===== src/rtl/softmax_sched_pkg.sv =====
// Shared constants, state encoding and latched layer configuration for the
// softmax tile scheduler and its address generator.
package softmax_sched_pkg;

  localparam int ADDR_W      = 32;
  localparam int DIM_W       = 16;
  localparam int BURST_LEN   = 16;
  localparam int PIXEL_BYTES = 32;
  localparam int TOUT        = 8;
  localparam int BURST_BYTES = BURST_LEN * PIXEL_BYTES;
  localparam int PIX_W       = $clog2(BURST_LEN) + 1;
  localparam int LANE_W      = $clog2(TOUT) + 1;

  typedef enum logic [2:0] {
    IDLE,
    CHK,
    P1_RD,
    P1_WAIT,
    P2_RD,
    P2_WR,
    P2_WAIT,
    FIN
  } sched_state_t;

  typedef struct packed {
    logic [DIM_W-1:0]  head;
    logic [DIM_W-1:0]  win;
    logic [DIM_W-1:0]  ch_groups;
    logic [DIM_W-1:0]  height;
    logic [DIM_W-1:0]  width_in;
    logic [ADDR_W-1:0] in_base;
    logic [ADDR_W-1:0] in_surf;
    logic [ADDR_W-1:0] in_line;
    logic [ADDR_W-1:0] out_base;
    logic [ADDR_W-1:0] out_surf;
    logic [ADDR_W-1:0] out_line;
  } sched_cfg_t;

endpackage


===== src/rtl/softmax_addr_gen.sv =====
// Tile/group counters with incremental address accumulators; the FSM only
// tells it when to restart, step a group, rewind groups, or step a tile.
module softmax_addr_gen
  import softmax_sched_pkg::*;
(
  input  logic              clk,
  input  logic              rst_n,
  input  sched_cfg_t        cfg,
  input  logic              restart_layer,
  input  logic              step_g,
  input  logic              restart_g,
  input  logic              step_tile,
  output logic [ADDR_W-1:0] in_addr,
  output logic [ADDR_W-1:0] out_addr,
  output logic [PIX_W-1:0]  pix_cnt,
  output logic [LANE_W-1:0] lane_cnt,
  output logic              last_g,
  output logic              last_tile
);

  localparam logic [ADDR_W-1:0] BURST_STEP = ADDR_W'(BURST_BYTES);
  localparam logic [DIM_W:0]    BURST_PIX  = (DIM_W+1)'(BURST_LEN);
  localparam logic [DIM_W-1:0]  TOUT_STEP  = DIM_W'(TOUT);
  localparam logic [LANE_W-1:0] TOUT_LANES = LANE_W'(TOUT);
  localparam logic [PIX_W-1:0]  FULL_PIX   = PIX_W'(BURST_LEN);
  localparam logic [DIM_W-1:0]  ONE_DIM    = DIM_W'(1);

  logic [DIM_W-1:0]  h_cnt;
  logic [DIM_W-1:0]  g_cnt;
  logic [DIM_W-1:0]  ch_off;
  logic [DIM_W:0]    pix_off;
  logic [ADDR_W-1:0] line_in;
  logic [ADDR_W-1:0] tile_in;
  logic [ADDR_W-1:0] line_out;
  logic [ADDR_W-1:0] tile_out;
  logic [ADDR_W-1:0] next_tile_in;
  logic [ADDR_W-1:0] next_tile_out;
  logic              last_h;
  logic              last_wb;

  // pix_off tracks wb*BURST_LEN, so the burst counter is implicit in it
  assign last_g    = (g_cnt == cfg.ch_groups - ONE_DIM);
  assign last_h    = (h_cnt == cfg.head - ONE_DIM);
  assign last_wb   = ((pix_off + BURST_PIX) >= {1'b0, cfg.win});
  assign last_tile = last_h && last_wb;

  always_comb begin
    if (last_wb) begin
      next_tile_in  = line_in + cfg.in_line;
      next_tile_out = line_out + cfg.out_line;
    end else begin
      next_tile_in  = tile_in + BURST_STEP;
      next_tile_out = tile_out + BURST_STEP;
    end
  end

  always_comb begin
    if ({1'b0, cfg.height} <= pix_off) begin
      pix_cnt = '0;
    end else if (({1'b0, cfg.height} - pix_off) >= BURST_PIX) begin
      pix_cnt = FULL_PIX;
    end else begin
      pix_cnt = PIX_W'({1'b0, cfg.height} - pix_off);
    end
  end

  // Only the final group can be partial; the modulo-2^LANE_W subtraction is exact there
  always_comb begin
    if (last_g) begin
      lane_cnt = LANE_W'(cfg.width_in - ch_off);
    end else begin
      lane_cnt = TOUT_LANES;
    end
  end

  always_ff @(posedge clk or negedge rst_n) begin
    if (!rst_n) begin
      h_cnt    <= '0;
      g_cnt    <= '0;
      ch_off   <= '0;
      pix_off  <= '0;
      line_in  <= '0;
      tile_in  <= '0;
      line_out <= '0;
      tile_out <= '0;
      in_addr  <= '0;
      out_addr <= '0;
    end else if (restart_layer) begin
      h_cnt    <= '0;
      g_cnt    <= '0;
      ch_off   <= '0;
      pix_off  <= '0;
      line_in  <= cfg.in_base;
      tile_in  <= cfg.in_base;
      in_addr  <= cfg.in_base;
      line_out <= cfg.out_base;
      tile_out <= cfg.out_base;
      out_addr <= cfg.out_base;
    end else if (step_tile) begin
      g_cnt    <= '0;
      ch_off   <= '0;
      tile_in  <= next_tile_in;
      in_addr  <= next_tile_in;
      tile_out <= next_tile_out;
      out_addr <= next_tile_out;
      if (last_wb) begin
        pix_off  <= '0;
        h_cnt    <= h_cnt + ONE_DIM;
        line_in  <= next_tile_in;
        line_out <= next_tile_out;
      end else begin
        pix_off <= pix_off + BURST_PIX;
      end
    end else if (restart_g) begin
      g_cnt    <= '0;
      ch_off   <= '0;
      in_addr  <= tile_in;
      out_addr <= tile_out;
    end else if (step_g) begin
      g_cnt    <= g_cnt + ONE_DIM;
      ch_off   <= ch_off + TOUT_STEP;
      in_addr  <= in_addr + cfg.in_surf;
      out_addr <= out_addr + cfg.out_surf;
    end
  end

endmodule


===== src/rtl/softmax_tile_scheduler.sv =====
// Two-pass descriptor sequencer for the softmax engine. Optional busy/stall
// performance counters are built when SOFTMAX_SCHED_PERF_EN is defined.
module softmax_tile_scheduler
  import softmax_sched_pkg::*;
(
  input  logic              clk,
  input  logic              rst_n,
  input  logic              start,
  input  logic [DIM_W-1:0]  cfg_head,
  input  logic [DIM_W-1:0]  cfg_win,
  input  logic [DIM_W-1:0]  cfg_ch_groups,
  input  logic [DIM_W-1:0]  cfg_height,
  input  logic [DIM_W-1:0]  cfg_width_in,
  input  logic [ADDR_W-1:0] cfg_in_base,
  input  logic [ADDR_W-1:0] cfg_in_surf,
  input  logic [ADDR_W-1:0] cfg_in_line,
  input  logic [ADDR_W-1:0] cfg_out_base,
  input  logic [ADDR_W-1:0] cfg_out_surf,
  input  logic [ADDR_W-1:0] cfg_out_line,
  output logic              rd_valid,
  input  logic              rd_ready,
  output logic [ADDR_W-1:0] rd_addr,
  output logic              rd_pass,
  output logic              rd_last_grp,
  output logic [PIX_W-1:0]  rd_pix_cnt,
  output logic [LANE_W-1:0] rd_lane_cnt,
  output logic              wr_valid,
  input  logic              wr_ready,
  output logic [ADDR_W-1:0] wr_addr,
  input  logic              pass_done,
  output logic              busy,
`ifdef SOFTMAX_SCHED_PERF_EN
  output logic [31:0]       perf_cycles,
  output logic [31:0]       perf_stall,
`endif
  output logic              done
);

  sched_state_t      state;
  sched_state_t      state_next;
  sched_cfg_t        cfg_q;
  logic              start_accept;
  logic              restart_layer;
  logic              step_g;
  logic              restart_g;
  logic              step_tile;
  logic [ADDR_W-1:0] gen_in_addr;
  logic [ADDR_W-1:0] gen_out_addr;
  logic [PIX_W-1:0]  gen_pix_cnt;
  logic [LANE_W-1:0] gen_lane_cnt;
  logic              last_g;
  logic              last_tile;

  assign start_accept = (state == IDLE) && start;

  always_ff @(posedge clk or negedge rst_n) begin
    if (!rst_n) begin
      cfg_q <= '0;
    end else if (start_accept) begin
      cfg_q <= '{head: cfg_head, win: cfg_win, ch_groups: cfg_ch_groups,
                 height: cfg_height, width_in: cfg_width_in,
                 in_base: cfg_in_base, in_surf: cfg_in_surf, in_line: cfg_in_line,
                 out_base: cfg_out_base, out_surf: cfg_out_surf, out_line: cfg_out_line};
    end
  end

  always_ff @(posedge clk or negedge rst_n) begin
    if (!rst_n) begin
      state <= IDLE;
    end else begin
      state <= state_next;
    end
  end

  always_comb begin
    state_next = state;
    case (state)
      IDLE:    if (start) state_next = CHK;
      CHK: begin
        if ((cfg_q.head == '0) || (cfg_q.win == '0) || (cfg_q.ch_groups == '0)) begin
          state_next = FIN;
        end else begin
          state_next = P1_RD;
        end
      end
      P1_RD:   if (rd_ready && last_g) state_next = P1_WAIT;
      P1_WAIT: if (pass_done) state_next = P2_RD;
      P2_RD:   if (rd_ready) state_next = P2_WR;
      P2_WR:   if (wr_ready) state_next = last_g ? P2_WAIT : P2_RD;
      P2_WAIT: if (pass_done) state_next = last_tile ? FIN : P1_RD;
      FIN:     state_next = IDLE;
      default: state_next = IDLE;
    endcase
  end

  // Valids come from state alone; ready only decides how the counters move
  always_comb begin
    rd_valid      = 1'b0;
    rd_pass       = 1'b0;
    wr_valid      = 1'b0;
    done          = 1'b0;
    busy          = 1'b0;
    restart_layer = 1'b0;
    step_g        = 1'b0;
    restart_g     = 1'b0;
    step_tile     = 1'b0;
    case (state)
      CHK: begin
        busy          = 1'b1;
        restart_layer = 1'b1;
      end
      P1_RD: begin
        busy     = 1'b1;
        rd_valid = 1'b1;
        if (rd_ready) begin
          step_g    = !last_g;
          restart_g = last_g;
        end
      end
      P1_WAIT: busy = 1'b1;
      P2_RD: begin
        busy     = 1'b1;
        rd_valid = 1'b1;
        rd_pass  = 1'b1;
      end
      P2_WR: begin
        busy     = 1'b1;
        wr_valid = 1'b1;
        if (wr_ready) begin
          step_g    = !last_g;
          restart_g = last_g;
        end
      end
      P2_WAIT: begin
        busy      = 1'b1;
        step_tile = pass_done;
      end
      FIN:     done = 1'b1;
      default: ;
    endcase
  end

  softmax_addr_gen u_addr_gen (
    .clk           (clk),
    .rst_n         (rst_n),
    .cfg           (cfg_q),
    .restart_layer (restart_layer),
    .step_g        (step_g),
    .restart_g     (restart_g),
    .step_tile     (step_tile),
    .in_addr       (gen_in_addr),
    .out_addr      (gen_out_addr),
    .pix_cnt       (gen_pix_cnt),
    .lane_cnt      (gen_lane_cnt),
    .last_g        (last_g),
    .last_tile     (last_tile)
  );

  // Payload is masked outside its valid so idle outputs read as zero
  assign rd_addr     = rd_valid ? gen_in_addr : '0;
  assign rd_pix_cnt  = rd_valid ? gen_pix_cnt : '0;
  assign rd_lane_cnt = rd_valid ? gen_lane_cnt : '0;
  assign rd_last_grp = rd_valid && last_g;
  assign wr_addr     = wr_valid ? gen_out_addr : '0;

`ifdef SOFTMAX_SCHED_PERF_EN
  always_ff @(posedge clk or negedge rst_n) begin
    if (!rst_n) begin
      perf_cycles <= '0;
      perf_stall  <= '0;
    end else if (start_accept) begin
      perf_cycles <= '0;
      perf_stall  <= '0;
    end else begin
      if (busy && !(&perf_cycles)) begin
        perf_cycles <= perf_cycles + 32'd1;
      end
      if (((rd_valid && !rd_ready) || (wr_valid && !wr_ready)) && !(&perf_stall)) begin
        perf_stall <= perf_stall + 32'd1;
      end
    end
  end
`endif

endmodule


===== config.mk =====
export PLATFORM = sky130hd
export DESIGN_NAME = softmax_tile_scheduler
export DESIGN_NICKNAME = d
export VERILOG_FILES = /design/src/rtl/softmax_sched_pkg.sv /design/src/rtl/softmax_addr_gen.sv /design/src/rtl/softmax_tile_scheduler.sv
export SDC_FILE = /design/constraint.sdc
export NUM_CORES = 1
export LEC_CHECK = 0
export ABC_AREA = 1
export ABC_CLOCK_PERIOD_IN_PS = 3100
export CORE_MARGIN = 2
export CORE_UTILIZATION = 40
export DETAILED_ROUTE_END_ITERATION = 10
export HOLD_SLACK_MARGIN = 0.03
export PLACE_DENSITY = 0.71
export SLEW_MARGIN = 20
export SYNTH_ARGS = -nofsm -noshare
export SYNTH_HDL_FRONTEND = slang
export SYNTH_SLANG_ARGS = --single-unit

===== constraint.sdc =====
create_clock -name clk -period 3.1 [get_ports clk]
set_input_delay 0.31 -clock clk [delete_from_list [all_inputs] [get_ports clk]]
set_output_delay 0.31 -clock clk [all_outputs]
set_load 0.01 [all_outputs]

==> run summary, run 1 <==
Least-Margin Pin Slew: 1.01 ns
TNS Setup: -37.74 ns
Slew Limit Fails: 0
Failing checks: negative setup slack
Sw frac: 52.0%
Final Cycle Share: 111%
Routed wire length: 130 mm
Final nets: 5491
Synth top cells by count: 1168 x nand2_1, 533 x inv_1, 501 x dfrtp_1
Final setup viols: 223
Vias in the first global route: 31300
Largest net degree at the start of global routing: 113
Cells after synthesis: 4529
CTS tree: built
Vias: 33800
Critical path required time: 3.66 ns
Max FO, Critical Path: 5
Bufs and invs on worst path: 6
H-tree depth: 2
Placed standard-cell area: 39600 um2
Ys async rst share: 100%
Placed insts: 6005
Root Buffer Master: clkbuf_16
Clk pwr share: 12.7%
Sequential share of power: 22.5%
First-pass GRT wire length: 190 mm
Clock buffer depth: 3
Insertion delay to the later sink of the worst-skew pair: 0.63 ns
Psw: 29.3 mW
Type of origin of the critical path: flop
Routed vias/inst: 5.46
Routed WL per cell: 21.1 um
All-Layer GR Usage: 28.8%
Non-Filler Instances: 6177
Die X: 294 um
Share of layout cells above drive strength 1: 18.2%
Routability congestion estimate: 1.01
Ys Warns: 0
RSZ-0062 raised after global routing: true
Synth-to-Final Area Change: 32.0%
Final Util: 53.1%
Starting Density: 40.2%
Status: complete, but fails checks
Critical Path, Cell by Cell: buf_4 -> ha_1 -> nand3_1 -> buf_4 -> xor2_1 -> ha_1 -> nand2_1 -> inv_1 -> nor2_1 -> o21a_1 -> nand2_1 -> nand2_1 -> nand2_2 -> nand2_4 -> buf_12 -> nand2_8 -> clkbuf_16 -> buf_6 -> o21ai_2 -> nand2_1 -> nand2_1 -> nor2_1 -> a21oi_1
DRT iter0 DRCs: 3345
Leakage: 20.7 nW
Top FF cell, synth: dfrtp_1
Hpwl dp: 99.8 mm
Crit path top cell by count: nand2_1
Power Density: 1270 nW/um2
Yosys top cell area share: 37.4%
Logic pwr share: 64.8%
Worst IR Drop VDD: 0.000774 V
Most common cell in the netlist: nand2_1
Std-Cell Rows: 106
Fmax: 292 MHz
Total power: 56.5 mW
Syn_area_per_cell: 7.41 um2
Final worst setup slack: -0.328 ns
Final hold vios: 0
Fin area: 44300 um2
Number of flops mapped to enable cells by yosys: 0
Die Y: 294 um
Slew Limit Headroom: 32.0%
Crit path max-delay family: simple AND/OR/NAND/NOR gates
WP data arrival: 3.98 ns
CTS clock-pin slew for the worst setup and hold paths: 0.07 ns
DR pass1 iterations: 9
Top Ports: 357
Most area-consuming cells after synthesis: dfrtp_1 37%, nand2_1 13%, ha_1 6.0%
Port Buffer Count: 344
Worst Hold Class: in2reg
Cell Area, Synth: 33600 um2
Leading area contributor after synthesis: dfrtp_1
CTS Buf Count: 57
Sink Count: 501
Routed Antenna Nets: 0
Kind of critical path: reg2reg
Pint: 27.1 mW
DP Worst Slack: -0.405 ns
Antenna violations before repair: 5
Worst setup EP type: flop
DRC viols: 0
Die area: 86200 um2
Number of max-cap violations: 0
Slowest Stage Delay on Critical Path: 0.38 ns
Sequential share of the synthesized area: 37.4%
Hold Slack: 0.235 ns
FF+latch count, synth: 501
Final worst path period need: 3.43 ns
Grt total ovfl: 0
Synth cell types: 53
Slowest stage cell, crit path: dfrtp_1
Max Clock Skew: 0.0126 ns
CORE AREA: 83400 um2
[power groups by stage]
stage | logic, mW | clock network (mW) | registers [mW]
floorplan | 21.7 | 0 | 11.1
global placement | 32.5 | 0 | 12.6
detailed placement | 32.7 | 0 | 12.6
CTS | 33.5 | 7.24 | 12.5
global route | 39.8 | 7.50 | 12.9
finish | 36.6 | 7.15 | 12.7
[worst register-to-register path, cell delays in order (launching register included)]
cell and delay (ns):
dfrtp_1 0.38, buf_4 0.15, ha_1 0.21, nand3_1 0.16, buf_4 0.15, xor2_1 0.27
ha_1 0.32, nand2_1 0.07, inv_1 0.03, nor2_1 0.08, o21a_1 0.14, nand2_1 0.05
nand2_1 0.07, nand2_2 0.07, nand2_4 0.11, buf_12 0.13, nand2_8 0.09, clkbuf_16 0.20
buf_6 0.11, o21ai_2 0.15, nand2_1 0.10, nand2_1 0.09, nor2_1 0.06, a21oi_1 0.16
[registers in the layout, summed over array words and instances, names as in the netlist]
| register | flops |
|---|---|
| u_addr_gen.line_out | 32 |
| u_addr_gen.tile_in | 32 |
| u_addr_gen.in_addr | 32 |
| u_addr_gen.h_cnt | 16 |
| u_addr_gen.tile_out | 32 |
| u_addr_gen.g_cnt | 16 |
| u_addr_gen.out_addr | 32 |
| cfg_q | 260 |
| u_addr_gen.pix_off | 13 |
| u_addr_gen.line_in | 32 |
| u_addr_gen.ch_off | 1 |
| state | 3 |
[cells by family after synthesis]
kind of cell               synth area share [%]
DFF                                        37.4
xor gates and xnor gates                   4.78
AOI/OAI and AO/OA                          11.8
buffers and inverters                      8.06
muxes                                      6.00
other                                    0.0224
adders and majority gates                  6.24
and+or+nand+nor                            25.7
[layer usage]
metal  share of wire [%]  GRT usage [%]  routed length (um)  vias to the layer above
li1                    -              -                   -                    15900
met3                 9.4           5.52               12200                      219
met5               0.012              0                  16                        -
met1                  44           42.3               57700                    16200
met4                 3.5           9.15                4560                        2
met2                  43           42.4               55700                     1518
[layout make-up]
cell class | count | area [um2]
diodes | 4 | 10.0
clock buffers | 85 | 1670
clock inverters | 19 | 263
fillers | 7754 | 39100
inverters | 546 | 2090
multi-input cells | 3345 | 20400
flip-flops and latches | 501 | 12500
well taps | 1080 | 1350
repair buffers | 596 | 6000
repair inverters | 1 | 8.76
[cell usage in the layout, fill, tap and decap left out, drive strengths merged, types with 20 or more instances in the layout]
cell type	synthesis	layout
nand2	1174	1175
inv	546	545
dfrtp	501	501
nor2	480	480
clkdlybuf4s50	0	333
o21ai	305	305
nand3	264	264
a21oi	262	262
buf	64	253
mux2	178	178
ha	161	161
xor2	128	128
clkbuf	76	94
nor3	66	66
nand4	60	60
xnor2	55	55
a31oi	37	37
o211ai	37	37
nand3b	20	20
o22ai	20	20
[what timing repair did]
item,4_1_cts,5_1_grt
hold buffers,1,0
pin swaps,31,140
setup buffers,23,36
resized for setup,203,409
endpoints found under the hold margin,63,0
gates cloned,0,11
endpoints found under the setup margin,246,241
[worst paths after layout]
path / start / to / slack (ns) / cells past startpoint
min in group asynchronous: rst_n / cfg_q[226] / 0.29 / 2
setup reg to reg: u_addr_gen.pix_off[4] / u_addr_gen.in_addr[4] / -0.33 / 23
setup / recovery: u_addr_gen.pix_off[4] / u_addr_gen.in_addr[4] / -0.33 / 23
hold reg to reg: u_addr_gen.ch_off[3] / u_addr_gen.ch_off[3] / 0.49 / 1
max in group asynchronous: rst_n / u_addr_gen.tile_out[28] / 1.93 / 3
hold / removal: cfg_in_base[5] / cfg_q[165] / 0.24 / 3
Note: power is estimated with default switching activity, not from simulation.
==> run 2, diff against run 1 <==
CORE_UTILIZATION = 50   (was 40)
PLACE_DENSITY = 0.84   (was 0.71)
==> run 2 against run 1 <==
Routed wire length fell by 0.57%. Maximum frequency fell by 6.0%. The run still ends with negative setup slack left. Clock skew rose by 0.011 ns. Clock power rose by 2.9%. Sequential share of layout area rose by 0.61 points. Critical path depth fell by 1. Combinational power barely moved. Largest power group unchanged. Sequential cell count did not move. First-iteration DRC count rose by 39%.
==> run summary, run 2 (same netlist as run 1, synthesis figures left out) <==
RSZ-0062 raised after global routing: true
Sink Count: 501 (unchanged)
H-tree depth: 2 (unchanged)
Vias in the first global route: 32500 (+3.8%)
Reg2reg path depth: 22 (-4.3%)
Slowest stage cell, crit path: dfrtp_1
Max reg flops: 260 (unchanged)
CORE AREA: 66100 um2 (-21%)
Filler Cell Count: 5357 (-31%)
Least-Margin Pin Slew: 1.03 ns (+0.0180 ns)
Antenna violations before repair: 10 (+5)
Routed wire length: 129 mm (-0.57%)
Critical Path, Cell by Cell: inv_2 -> nor4_4 -> nand4_1 -> nor3_2 -> xor2_1 -> inv_1 -> ha_1 -> nand2_1 -> inv_2 -> nand4_1 -> inv_2 -> a21oi_2 -> nand2_2 -> nand2_4 -> buf_12 -> nand2_8 -> clkbuf_16 -> o211ai_1 -> buf_4 -> o21ai_4 -> nand2_1 -> nand2_1
Routability congestion estimate: 1.07 (+6.4%)
Kind of critical path: reg2reg
Worst Hold Class: in2reg
Synth-to-Final Area Change: 29.2%
Final nets: 5474 (-0.31%)
Insertion delay to the later sink of the worst-skew pair: 0.65 ns (+0.02 ns)
Clock buffer depth: 3 (unchanged)
Largest Register: cfg_q
WP data arrival: 4.15 ns (+0.17 ns)
Slew Limit Headroom: 30.8% (-1.2 points)
Worst Hold Depth: 3 (unchanged)
Vias: 34900 (+3.4%)
Final Util: 65.6% (+13 points)
Max FO, Critical Path: 6 (+1)
All-Layer GR Usage: 34.9% (+6.1 points)
DP Worst Slack: -0.362 ns (+0.0436 ns)
CTS clock-pin slew for the worst setup and hold paths: 0.06 ns (about the same)
First-pass GRT wire length: 188 mm (-0.91%)
Status: complete, but fails checks
Final setup viols: 236 (+5.8%)
CTS Buf Count: 56 (-1.8%)
Most frequent cells in the layout: 1076 x nand2_1, 508 x inv_1, 497 x dfrtp_1, 455 x nor2_1, 333 x clkdlybuf4s50_1
Placed insts: 5786 (-3.6%)
Slowest Stage Delay on Critical Path: 0.37 ns (about the same)
Die Y: 263 um (-10%)
Max Clock Skew: 0.0236 ns (+0.0110 ns)
Slew Limit Fails: 0 (unchanged)
Final worst setup slack: -0.545 ns (-0.217 ns)
Fmax: 274 MHz (-6.0%)
Routed vias/inst: 5.87 (+7.4%)
Starting Density: 50.8% (+11 points)
Final Cycle Share: 118% (+7.0 points)
Worst setup EP type: flop
Failing checks: negative setup slack
Type of origin of the critical path: flop
Final hold vios: 0 (unchanged)
Largest net degree at the start of global routing: 118 (+4.4%)
DRT iter0 DRCs: 4637 (+39%)
Std-Cell Rows: 94 (-11%)
Top Ports: 357 (unchanged)
Share of layout cells above drive strength 1: 16.1% (-2.1 points)
Routed WL per cell: 21.8 um (+3.3%)
Leakage: 20.6 nW (-0.61%)
Hpwl dp: 95.1 mm (-4.7%)
Non-Filler Instances: 5943 (-3.8%)
CTS tree: built
DRC viols: 0 (unchanged)
Routed Antenna Nets: 0 (unchanged)
Critical path required time: 3.60 ns (-0.06 ns)
Placed standard-cell area: 39200 um2 (-1.0%)
Root Buffer Master: clkbuf_16
TNS Setup: -70.88 ns (-33.13 ns)
Final worst path period need: 3.65 ns (+0.217 ns)
Die area: 69200 um2 (-20%)
Grt total ovfl: 0 (unchanged)
Die X: 263 um (-10%)
Fin area: 43400 um2 (-2.1%)
Number of max-cap violations: 0 (unchanged)
Leading cell type in the layout, fill and taps excluded: nand2_1
Port Buffer Count: 344 (unchanged)
DR pass1 iterations: 6 (-3)
Power Density: 1300 nW/um2 (+2.2%)
Worst IR Drop VDD: 0.000765 V (-1.2%)
## run 2: cell count changes in the layout (fill, tap and decap cells not counted), moves of 6 or more
| cell | before | now |
|---|---|---|
| nand2_1 | 1037 | 1076 |
| nor2_1 | 447 | 455 |
| o22ai_1 | 11 | 19 |
| buf_12 | 35 | 27 |
| nand2_4 | 47 | 34 |
| a21oi_1 | 224 | 233 |
| clkbuf_8 | 14 | 7 |
| nand3_1 | 201 | 218 |
| buf_4 | 180 | 170 |
| nand2_2 | 84 | 62 |
| nand3_4 | 25 | 12 |
| a21oi_2 | 34 | 22 |
| buf_6 | 27 | 21 |
## run 2: path summary, 6_finish.rpt
check	endpoint	slack [ns]	start
worst max register to register	u_addr_gen.line_out[15]	-0.55	u_addr_gen.pix_off[4]
worst max-delay path	u_addr_gen.line_out[15]	-0.55	u_addr_gen.pix_off[4]
max in group asynchronous	cfg_q[118]	1.84	rst_n
worst min-delay path	cfg_q[224]	0.23	cfg_ch_groups[0]
min in group asynchronous	cfg_q[238]	0.29	rst_n
worst min register to register	u_addr_gen.ch_off[3]	0.49	u_addr_gen.ch_off[3]
## run 2: metrics by stage
stage / hold slack, ns / total power, mW
2_1_floorplan: 0.0144 / 32.8
3_3_place_gp: 0.426 / 44.2
3_5_place_dp: 0.429 / 44.6
4_1_cts: 0.216 / 52.8
5_1_grt: 0.257 / 59.8
6_report: 0.228 / 56.5
## run 2: worst max-delay path: cells and delay by family, from the launching register on
family                   cells  cell delay (ns)
AND/OR/NAND/NOR             10             1.49
buffers and inverters        7             0.77
AO/OA/AOI/OAI                3             0.41
adder cells (fa/ha/maj)      1             0.26
flip-flops                   1             0.37
XOR/XNOR                     1             0.21
## run 2: timing repair
action,CTS,global route
buffers inserted,21,18
setup endpoints to repair,231,248
endpoints found under the hold margin,75,0
hold buffers,1,0
pin swaps,39,103
gates cloned,1,13
resized for setup,143,342
## run 2: layout make-up
class	instances	area (um2)	area share, %
diodes	4	10.0	0.0231
clock buffers	83	1590	3.68
repair buffers	581	5860	13.5
multi-input cells	3345	19800	45.7
flip-flops and latches	501	12500	28.9
clock inverters	19	382	0.880
well taps	864	1080	2.49
inverters	546	2080	4.81
## run 2: where the power goes
part | total (mW) | internal, mW | switching [mW] | leakage [nW]
clock | 7.36 | 4.46 | 2.91 | 0.963
sequential | 12.7 | 9.60 | 3.11 | 6.08
combinational | 36.4 | 13.2 | 23.2 | 13.5
total | 56.5 | 27.2 | 29.2 | 20.6
## run 2: layer usage
| metal | GRT usage [%] | vias to the layer above | wire [um] |
|---|---|---|---|
| met2 | 50.0 | 2238 | 53700 |
| met3 | 9.04 | 394 | 16100 |
| met5 | 0 | - | 80 |
| li1 | - | 15800 | - |
| met1 | 50.2 | 16500 | 53300 |
| met4 | 13.1 | 12 | 6240 |
